[config.mk]
export PLATFORM = sky130hd
export DESIGN_NAME = rst_seq_sync
export DESIGN_NICKNAME = d
export VERILOG_FILES = /design/src/rtl/rst_seq_sync.sv
export SDC_FILE = /design/constraint.sdc
export NUM_CORES = 1
export LEC_CHECK = 0
export CORE_MARGIN = 2
export CORE_UTILIZATION = 59
export CTS_BUF_LIST = sky130_fd_sc_hd__clkbuf_4 sky130_fd_sc_hd__clkbuf_8
export CTS_CLUSTER_DIAMETER = 60
export CTS_CLUSTER_SIZE = 20
export DETAILED_ROUTE_END_ITERATION = 8
export PLACE_DENSITY = 0.81
export SETUP_SLACK_MARGIN = 0.3
export SLEW_MARGIN = 20
export SYNTH_ARGS = -nofsm -noshare
export SYNTH_HDL_FRONTEND = slang
export SYNTH_SLANG_ARGS = --single-unit
[constraint.sdc]
create_clock -name clk -period 2.2 [get_ports clk]
set_clock_uncertainty 0.05 [all_clocks]
set_input_delay 0.44 -clock clk [delete_from_list [all_inputs] [get_ports clk]]
set_output_delay 0.44 -clock clk [all_outputs]
set_load 0.03 [all_outputs]
[src/rtl/rst_seq_sync.sv]
// Reset synchroniser and sequencer: async assert, synchronous staged release
// of NUM_OUT resets with a settle time and fixed inter-output gap.
module rst_seq_sync #(
  parameter int SYNC_STAGES = 2,
  parameter int MIN_CYCLES  = 4,
  parameter int STEP_CYCLES = 3,
  parameter int NUM_OUT     = 3
) (
  input  logic               clk,
  input  logic               async_rst_n_i,
  input  logic               sw_rst_i,
  output logic [NUM_OUT-1:0] sync_rst_o,
  output logic               rst_done_o,
  output logic               rst_src_o
);

  localparam int MAXC = (MIN_CYCLES > STEP_CYCLES) ? MIN_CYCLES : STEP_CYCLES;
  localparam int CW   = $clog2(MAXC) + 1;
  localparam int IW   = $clog2(NUM_OUT) + 1;
  localparam int CHW  = SYNC_STAGES - 1;

  localparam logic [CW-1:0] MIN_LAST  = CW'(MIN_CYCLES - 1);
  localparam logic [CW-1:0] STEP_LAST = CW'(STEP_CYCLES - 1);
  localparam logic [IW-1:0] IDX_LAST  = IW'(NUM_OUT - 1);

  localparam logic [1:0] HOLD    = 2'd0;
  localparam logic [1:0] STRETCH = 2'd1;
  localparam logic [1:0] RELEASE = 2'd2;
  localparam logic [1:0] DONE    = 2'd3;

  // The state flop leaving HOLD acts as the last synchroniser stage,
  // so the explicit chain is one flop shorter than SYNC_STAGES.
  logic [CHW-1:0]     chain_q, chain_d;
  logic [1:0]         state_q, state_d;
  logic [CW-1:0]      cnt_q, cnt_d;
  logic [IW-1:0]      idx_q, idx_d;
  logic [NUM_OUT-1:0] rst_q, rst_d;
  logic               done_q, done_d;
  logic               src_q, src_d;

  always_comb begin
    chain_d = (chain_q << 1) | CHW'(1);
    state_d = state_q;
    cnt_d   = cnt_q;
    idx_d   = idx_q;
    rst_d   = rst_q;
    done_d  = done_q;
    src_d   = src_q;

    case (state_q)
      HOLD: begin
        if (chain_q[CHW-1]) begin
          state_d = STRETCH;
          cnt_d   = '0;
        end
      end
      STRETCH: begin
        if (cnt_q == MIN_LAST) begin
          rst_d[0] = 1'b0;
          cnt_d    = '0;
          idx_d    = IW'(1);
          state_d  = (NUM_OUT == 1) ? DONE : RELEASE;
          done_d   = (NUM_OUT == 1);
        end else begin
          cnt_d = cnt_q + CW'(1);
        end
      end
      RELEASE: begin
        if (cnt_q == STEP_LAST) begin
          for (int k = 0; k < NUM_OUT; k++) begin
            if (idx_q == IW'(k)) rst_d[k] = 1'b0;
          end
          cnt_d = '0;
          idx_d = idx_q + IW'(1);
          if (idx_q == IDX_LAST) begin
            state_d = DONE;
            done_d  = 1'b1;
          end
        end else begin
          cnt_d = cnt_q + CW'(1);
        end
      end
      DONE: begin
        state_d = DONE;
      end
      default: begin
        state_d = HOLD;
      end
    endcase

    // A held request keeps the counter parked at zero in STRETCH.
    if (sw_rst_i && (state_q != HOLD)) begin
      rst_d   = '1;
      done_d  = 1'b0;
      src_d   = 1'b1;
      cnt_d   = '0;
      idx_d   = '0;
      state_d = STRETCH;
    end
  end

  always_ff @(posedge clk or negedge async_rst_n_i) begin
    if (!async_rst_n_i) begin
      chain_q <= '0;
      state_q <= HOLD;
      cnt_q   <= '0;
      idx_q   <= '0;
      rst_q   <= '1;
      done_q  <= 1'b0;
      src_q   <= 1'b0;
    end else begin
      chain_q <= chain_d;
      state_q <= state_d;
      cnt_q   <= cnt_d;
      idx_q   <= idx_d;
      rst_q   <= rst_d;
      done_q  <= done_d;
      src_q   <= src_d;
    end
  end

  assign sync_rst_o = rst_q;
  assign rst_done_o = done_q;
  assign rst_src_o  = src_q;

endmodule

Word-level counts from Yosys, hierarchy flattened
Cells that the tools add are included.
{ "totals": {"register_bits": 14, "input_bits": 3, "out_inout_bits": 5, "word_cells": 67} }
{ "classes": {"addsub": 2, "n_eq_ne": 12, "n_mux": 27, "n_reduce_logical": 17} }
{ "op_table": {"columns": ["operator", "count"], "rows": [
  ["$mux 3", 9],
  ["$ne 3x3->1 const B", 5],
  ["$mux 2", 6],
  ["$reduce_and 4->1", 3],
  ["$reduce_bool 2->1", 5],
  ["$eq 3x2->1 const B", 3],
  ["$pmux 3 s3", 1],
  ["$reduce_and 3->1", 3],
  ["$pmux 2 s4", 1],
  ["$mux 1", 7],
  ["$add 3x1->3 const B", 2],
  ["$pmux 3 s2", 1],
  ["$eq 2x2->1 const B", 2],
  ["$pmux 1 s2", 2],
  ["$reduce_bool 4->1", 1],
  ["$eq 3x1->1 const B", 1],
  ["$logic_not 3->1", 1],
  ["$reduce_bool 3->1", 1],
  ["$eq 2x1->1 const B", 1],
  ["$logic_not 2->1", 1],
  ["$reduce_and 2->1", 1],
  ["$logic_and 1x1->1", 1]
]} }

Logic depth before layout (Yosys ltp)
Gate-level depths: netlist of the first run.
{ "depth": {"word_depth": 5, "depth_mapped": 7} }

Least setup slack after synthesis of the first run
OpenSTA, ideal clock, no wires.
{ "synth_path": {"path_kind": "reg2reg", "start": "register state_q[0]", "end": "register cnt_q[0]", "setup_ns": 0.128, "arrival_time_ns": 1.559, "t_required_ns": 2.022, "slack_ns": 0.463, "path_stages_with_launch": 7, "n_path_buf": 1, "period_less_slack_ns": 1.737, "path_cell_list": "dfrtp_1 -> inv_1 -> ha_1 -> buf_2 -> o21bai_4 -> mux2i_4 -> mux2_1"} }
{ "synth_via": {"elab_chain_cells": 4} }
{ "synth_rtl": {"columns": ["element", "line", "source"], "rows": [
  ["from (decl)", "34", "logic [1:0] state_q, state_d;"],
  ["from (signal assigned)", "113", "state_q <= state_d;"],
  ["$reduce_bool 2->1", "92", "if (sw_rst_i && (state_q != HOLD)) begin"],
  ["$logic_and 1x1->1", "92", null],
  ["$ne 3x3->1 (no source line) / $reduce_bool 4->1 (equally long branches)", null, null],
  ["$reduce_and 2->1 (no source line)", null, null],
  ["to (signal assigned)", "114", "cnt_q <= cnt_d;"],
  ["to (decl)", "35", "logic [CW-1:0] cnt_q, cnt_d;"]
]} }
Parallel ways exist; a longest one is shown, timed or not.
A chain may end at the register's enable or synchronous reset.

Worst setup path in the final report of the first run
{ "layout_path": {"start": "register done_q (netlist: rst_done_o)", "end": "output port rst_done_o"} }
{ "layout_lines": {"columns": ["element", "line", "source"], "rows": [
  ["from (decl)", "38", "logic done_q, done_d;"],
  ["from (signal assigned)", "117", "done_q <= done_d;"],
  ["to (decl)", "13", "output logic rst_done_o,"]
]} }
No word-level cell between the ends.

==> results by group, run 1 <==
Route
  – Drt pass-1 iters: 4
  – DR WL/cell: 13.6 µm
  – DR iter-0 viols: 2
  – Post-route DRC: 0
  – Final ANT Viol Nets: 0
  – Routed wire length: 1630 µm
  – Vias/cell: 5.70
  – Via count: 684

Run status
  – Status: completed

Clock tree
  – Clk root buf: clkbuf_4
  – Clock Latency Late Sink: 0.27 ns
  – Setup Buffers After CTS: 0
  – CTS tree: yes
  – Clk sink count: 14
  – H-tree depth: 1
  – Cts bufs inserted: 3
  – Clk buf depth: 2
  – Clk pin slew, worst setup/hold paths: 0.09 ns

Die
  – DIE HEIGHT: 44.7 µm
  – Starting Density: 64.2%
  – Die ar.: 2000 µm²
  – Die width: 44.7 µm
  – Core Box Area: 1520 µm²
  – # rows: 14
  – I/O Pins: 8

Synthesis
  – Cell taking the most area after synthesis: dfrtp_1
  – Flops & latches, synth: 14
  – Cell Area, Synth: 978 µm²
  – Async set or reset register ratio after synthesis: 100%
  – Count of different cell masters after synthesis: 41
  – Syn nets: 108
  – Avg Inst Size Synth: 10.5 µm²
  – Most area-consuming cells after synthesis: dfrtp_1, ha_1, dfstp_2
  – Cells after Synth: 93
  – Yosys warns: 0
  – Sequential area share after synthesis: 36.2%
  – Number of flops mapped to enable cells by yosys: 0
  – Area fraction of the dominant cell type after synthesis: 28.1%
  – Dominant synthesized flop cell: dfrtp_1

Job
  – Max-Cap Viols: 0

Pwr
  – Clock power share: 16.0%
  – PwrDens: 1040 nW/µm²
  – Register share of total power: 33.8%
  – P_sw: 0.000467 W
  – Sw Share: 40.4%
  – Internal power: 0.000689 W
  – P_leak: 0.494 nW
  – Gate power share: 50.2%
  – Max IR drop VDD: 0.710 mV
  – Total power: 0.00116 W

Placed design
  – Place WS: 0.238 ns
  – Number of instances in the placed design: 116
  – DP Area: 1070 µm²
  – Buffers on Ports: 7
  – Post-DP HPWL: 1260 µm
  – GPL Wtd Cong: 0.854

Worst setup path
  – Worst Setup End Kind: output pin
  – Startpoint Class: flip-flop
  – CP Class: flip-flop to output pin
  – CP required: 1.71 ns
  – CP bufs+invs: 1
  – Top delay family on crit path: buffers and inverters
  – Slowest stage delay, CP: 0.68 ns
  – WP data arrival: 1.34 ns
  – CP Cell Sequence: clkdlybuf4s50_1
  – Crit-path max FO: 4
  – Slowest CP cell: clkdlybuf4s50_1

STA
  – Crit path time final: 1.83 ns
  – TNS Setup: 0 ns
  – PnR worst setup slack: 0.367 ns
  – Final-report max-slew violation count: 0
  – Fmax: 0.545 GHz
  – Hold Vio Cnt, Final: 0
  – Fin crit share: 83.3%
  – Setup-violating endpoint count in the final report: 0
  – Slew headroom: 58.2%
  – RSZ-0062 raised after global routing: false
  – Worst Tran Pin Value: 0.625 ns

Layout
  – Area Growth Syn to Fin: 13.3%
  – Final Cell Area: 1110 µm²
  – Fraction of layout cells with a size suffix above 1: 21.2%
  – Layout net count: 120
  – Non-filler instance count after layout: 120
  – ANT cells: 0

Global routing
  – Busiest grt layer: met2
  – Global Route Usage Sum: 19.6%
  – Antenna violations before repair: 0
  – Met3 Usage GRT: 3.60%
  – Vias in the first global route: 636
  – Met2 Use GR: 31.6%
  – Pin count of the biggest net entering global routing: 15
  – GR Util met1: 26.4%
  – First-pass GRT wire length: 2770 µm
  – Total congestion overflow: 0

Worst hold path
  – Tightest Hold Check Type: flip-flop to flip-flop
[area by class of cell]
class                           instances  area (µm²)
Clock buffer                            4        36.3
Fill cell                             109         415
Inverter                                9        33.8
Multi-Input combinational cell         67         574
Sequential cell                        14         355
Tap cell                               16        20.0
Timing Repair Buffer                   10        88.8
[synth_stat cells, types with 2 or more instances]
master,count
nor2_1,5
nand2b_1,3
nand3b_1,2
dfrtp_1,11
nand2_1,5
nor2b_1,2
a21o_1,3
o21ai_0,2
a21oi_1,4
ha_1,12
inv_1,9
mux2_1,3
nor3_1,2
dfstp_2,3
[final timing paths]
kind | from | end | slack, ns | cells past startpoint
max | rst_done_o | rst_done_o | 0.37 | 1
min | rst_src_o | rst_src_o | 0.43 | 1
max reg2reg | cnt_q[0] | idx_q[2] | 0.41 | 7
min reg2reg | rst_src_o | rst_src_o | 0.43 | 1
max in group asynchronous | async_rst_n_i | state_q[0] | 1.17 | 1
min in group asynchronous | async_rst_n_i | state_q[1] | 0.49 | 1
[kinds of logic (layout without fill, tap and decap cells)]
kind of cell               after synthesis  count (layout)  share of synthesized area [%]
and+or+nand+nor                         26              26                           15.3
AOI/OAI and AO/OA                       23              23                           20.1
other                                    1               1                          0.383
DFF                                     14              14                           36.2
buffers and inverters                   12              23                           5.88
adders and majority gates               12              12                           15.3
muxes                                    5               5                           6.78
[power by group through the flow]
stage,Sequential [W],Combinational [W],Clock [W]
finish,0.000390,0.000580,0.000185
global route,0.000397,0.000654,0.000197
CTS,0.000389,0.000579,0.000188
detailed placement,0.000395,0.000588,0
global placement,0.000389,0.000577,0
floorplan,0.000418,0.000426,0
[worst register-to-register path: stages (launching register included)]
cell and delay (ns):
dfrtp_1 0.42, ha_1 0.23, ha_1 0.18, nor2b_1 0.13
a21oi_2 0.04, buf_4 0.18, and2_4 0.18, a221o_1 0.28
[per-stage QoR]
stage | hold WS, ns | util [%]
floorplan | 0.0944 | -
global placement | 0.400 | 70.0
detailed placement | 0.413 | 70.0
CTS | 0.437 | 72.3
global route | 0.472 | 72.7
finish | 0.432 | 72.7
[routing by layer]
metal,up-vias,wire [µm]
met3,2,42
li1,345,-
met5,-,0
met2,8,703
met1,329,878
met4,0,10
[cell usage in the layout, fill, tap and decap left out, drive strengths merged, types with 2 or more instances in the layout]
cell type       n
mux2i           2
nand2           5
nor3            2
inv             9
nor2            6
ha             12
dfrtp          11
clkbuf          4
nand2b          4
nor2b           2
a21oi           5
o21ai           2
dlygate4sd2     3
mux2            3
clkdlybuf4s50   4
buf             3
nand3b          2
a21o            3
dfstp           3
[sequential cells by signal (all words and copies together), names as in the netlist]
register    count
cnt_q           3
idx_q           3
sync_rst_o      3
state_q         2
chain_q         1
rst_done_o      1
rst_src_o       1
[repair_timing]
item / CTS / global route
hold buffers: 0 / 0
pin swaps: 0 / 0
setup endpoints to repair: 4 / 6
gates resized for setup: 4 / 3
gates cloned: 0 / 0
Note: power is estimated with default switching activity, not from simulation.
==> run 2, diff against run 1 <==
- clock period: 2.2 -> 1.9 ns (I/O delays scaled with it)
==> results by group, run 2 (synthesis results as in run 1) <==
Run status
  – Status: completed

Clock tree
  – Cts-stage hold buffer count: 0
  – CTS tree: yes
  – Clk root buf: clkbuf_4
  – Clk sink count: 14
  – Clk pin slew, worst setup/hold paths: 0.09 ns
  – Clock Latency Late Sink: 0.29 ns
  – Cts bufs inserted: 3
  – Clk buf depth: 2
  – H-tree depth: 1

Route
  – Routed wire length: 2640 µm
  – DR iter-0 viols: 19
  – DR WL/cell: 19.1 µm
  – Post-route DRC: 0
  – Vias/cell: 6.18
  – Final ANT Viol Nets: 0
  – Drt pass-1 iters: 4
  – Via count: 853

Layout
  – Area Growth Syn to Fin: 40.8%
  – Most frequent cells in the layout: buf_4, dfrtp_1, inv_1, ha_1
  – Layout net count: 138
  – # fillers: 63
  – ANT cells: 0
  – Fraction of layout cells with a size suffix above 1: 47.5%
  – Final Util: 90.4%
  – Non-filler instance count after layout: 138
  – Most common cell after layout, fill and taps aside: buf_4

Job
  – Max-Cap Viols: 0

Worst hold path
  – Tightest Hold Check Type: input port to async pin

Global routing
  – Antenna violations before repair: 0
  – Vias in the first global route: 817
  – First-pass GRT wire length: 3680 µm
  – Total congestion overflow: 0
  – Global Route Usage Sum: 26.3%
  – Pin count of the biggest net entering global routing: 10

STA
  – Fmax: 0.605 GHz
  – RSZ-0062 raised after global routing: true
  – Final-report max-slew violation count: 0
  – Hold Vio Cnt, Final: 0
  – Setup-violating endpoint count in the final report: 0
  – Crit path time final: 1.65 ns
  – Fin crit share: 87.0%

Worst setup path
  – Startpoint Class: flip-flop
  – Top delay family on crit path: multiplexers
  – Worst Setup SP: state_q[1]
  – CP Cell Sequence: buf_6 -> ha_4 -> o21bai_4 -> mux2i_4 -> mux2_4
  – R2R cell count: 5
  – CP required: 2.03 ns
  – Worst Setup End Kind: flip-flop
  – Crit-path max FO: 3
  – WP data arrival: 1.79 ns
  – Cell count along the critical path: 5
  – Slowest stage delay, CP: 0.43 ns
  – Reg-to-Reg Start: state_q[1]
  – Slowest CP cell: dfrtp_1
  – CP Class: flip-flop to flip-flop
  – CP bufs+invs: 1

Pwr
  – P_leak: 0.606 nW
  – PwrDens: 1300 nW/µm²
  – Total power: 0.00179 W
  – Max IR drop VDD: 1.09 mV

Die
  – # rows: 14
  – Die ar.: 2000 µm²
  – Starting Density: 64.2%
  – Core Box Area: 1520 µm²
  – Die width: 44.7 µm
  – I/O Pins: 8
  – DIE HEIGHT: 44.7 µm

Placed design
  – Post-DP HPWL: 1430 µm
  – Buffers on Ports: 7
  – Number of instances in the placed design: 118
  – GPL Wtd Cong: 0.845
-- run 2: cell count changes in the layout (fill, tap and decap cells not counted), moves of 2 or more --
cell / before / now
inv_1: 9 / 6
buf_4: 3 / 18
ha_1: 11 / 6
mux2_1: 3 / 0
clkdlybuf4s50_1: 4 / 1
a21oi_4: 0 / 2
clkdlybuf4s15_2: 0 / 2
mux2_4: 0 / 3
ha_4: 0 / 5
inv_2: 0 / 2
-- run 2: final timing paths --
path                       slack (ns)             to
min                              0.27     state_q[0]
max                              0.25       cnt_q[2]
max in group asynchronous        1.02  sync_rst_o[0]
min in group clk                 0.43      rst_src_o
max reg2reg                      0.25       cnt_q[2]
min reg2reg                      0.43      rst_src_o
-- run 2: routing by layer --
layer / vias up / wire (µm) / track usage [%]
li1: 378 / - / -
met1: 430 / 1110 / 34.5
met2: 37 / 1320 / 41.7
met3: 8 / 141 / 5.20
met4: 0 / 70 / 12.7
met5: - / 0 / 0
-- run 2: timing repair --
action / 4_1_cts / 5_1_grt
resized for setup: 21 / 13
setup endpoints to repair: 18 / 13
gates cloned: 1 / 0
setup buffers: 8 / 7
pin swaps: 1 / 5
-- run 2: power breakdown --
group | internal [W] | total, W | switching [W]
clock | 0.000117 | 0.000221 | 0.000104
combinational | 0.000553 | 0.00113 | 0.000573
sequential | 0.000379 | 0.000441 | 0.0000626
total | 0.00105 | 0.00179 | 0.000739
-- run 2: metrics by stage --
step           TNS [ns]  setup WS (ns)  hold WS, ns  cell area (µm²)
4_1_cts               0          0.248        0.278             1280
5_1_grt               0          0.160        0.271             1380
2_1_floorplan         0          0.281       0.0344             1010
3_5_place_dp   -0.00501       -0.00501        0.404             1110
3_3_place_gp          0         0.0296        0.403             1110
6_report              0          0.247        0.273             1380
-- run 2: cell type report --
cell class,count,area (µm²),area share (%)
Multi-Input combinational cell,68,699,50.8
Sequential cell,14,355,25.8
Timing Repair Buffer,27,230,16.7
Clock buffer,4,36.3,2.63
Inverter,9,36.3,2.63
Tap cell,16,20.0,1.45
-- run 2: worst reg2reg max path, stage by stage, from the launching register on --
cell,delay [ns]
dfrtp_1,0.43
buf_6,0.14
ha_4,0.17
o21bai_4,0.18
mux2i_4,0.24
mux2_4,0.34
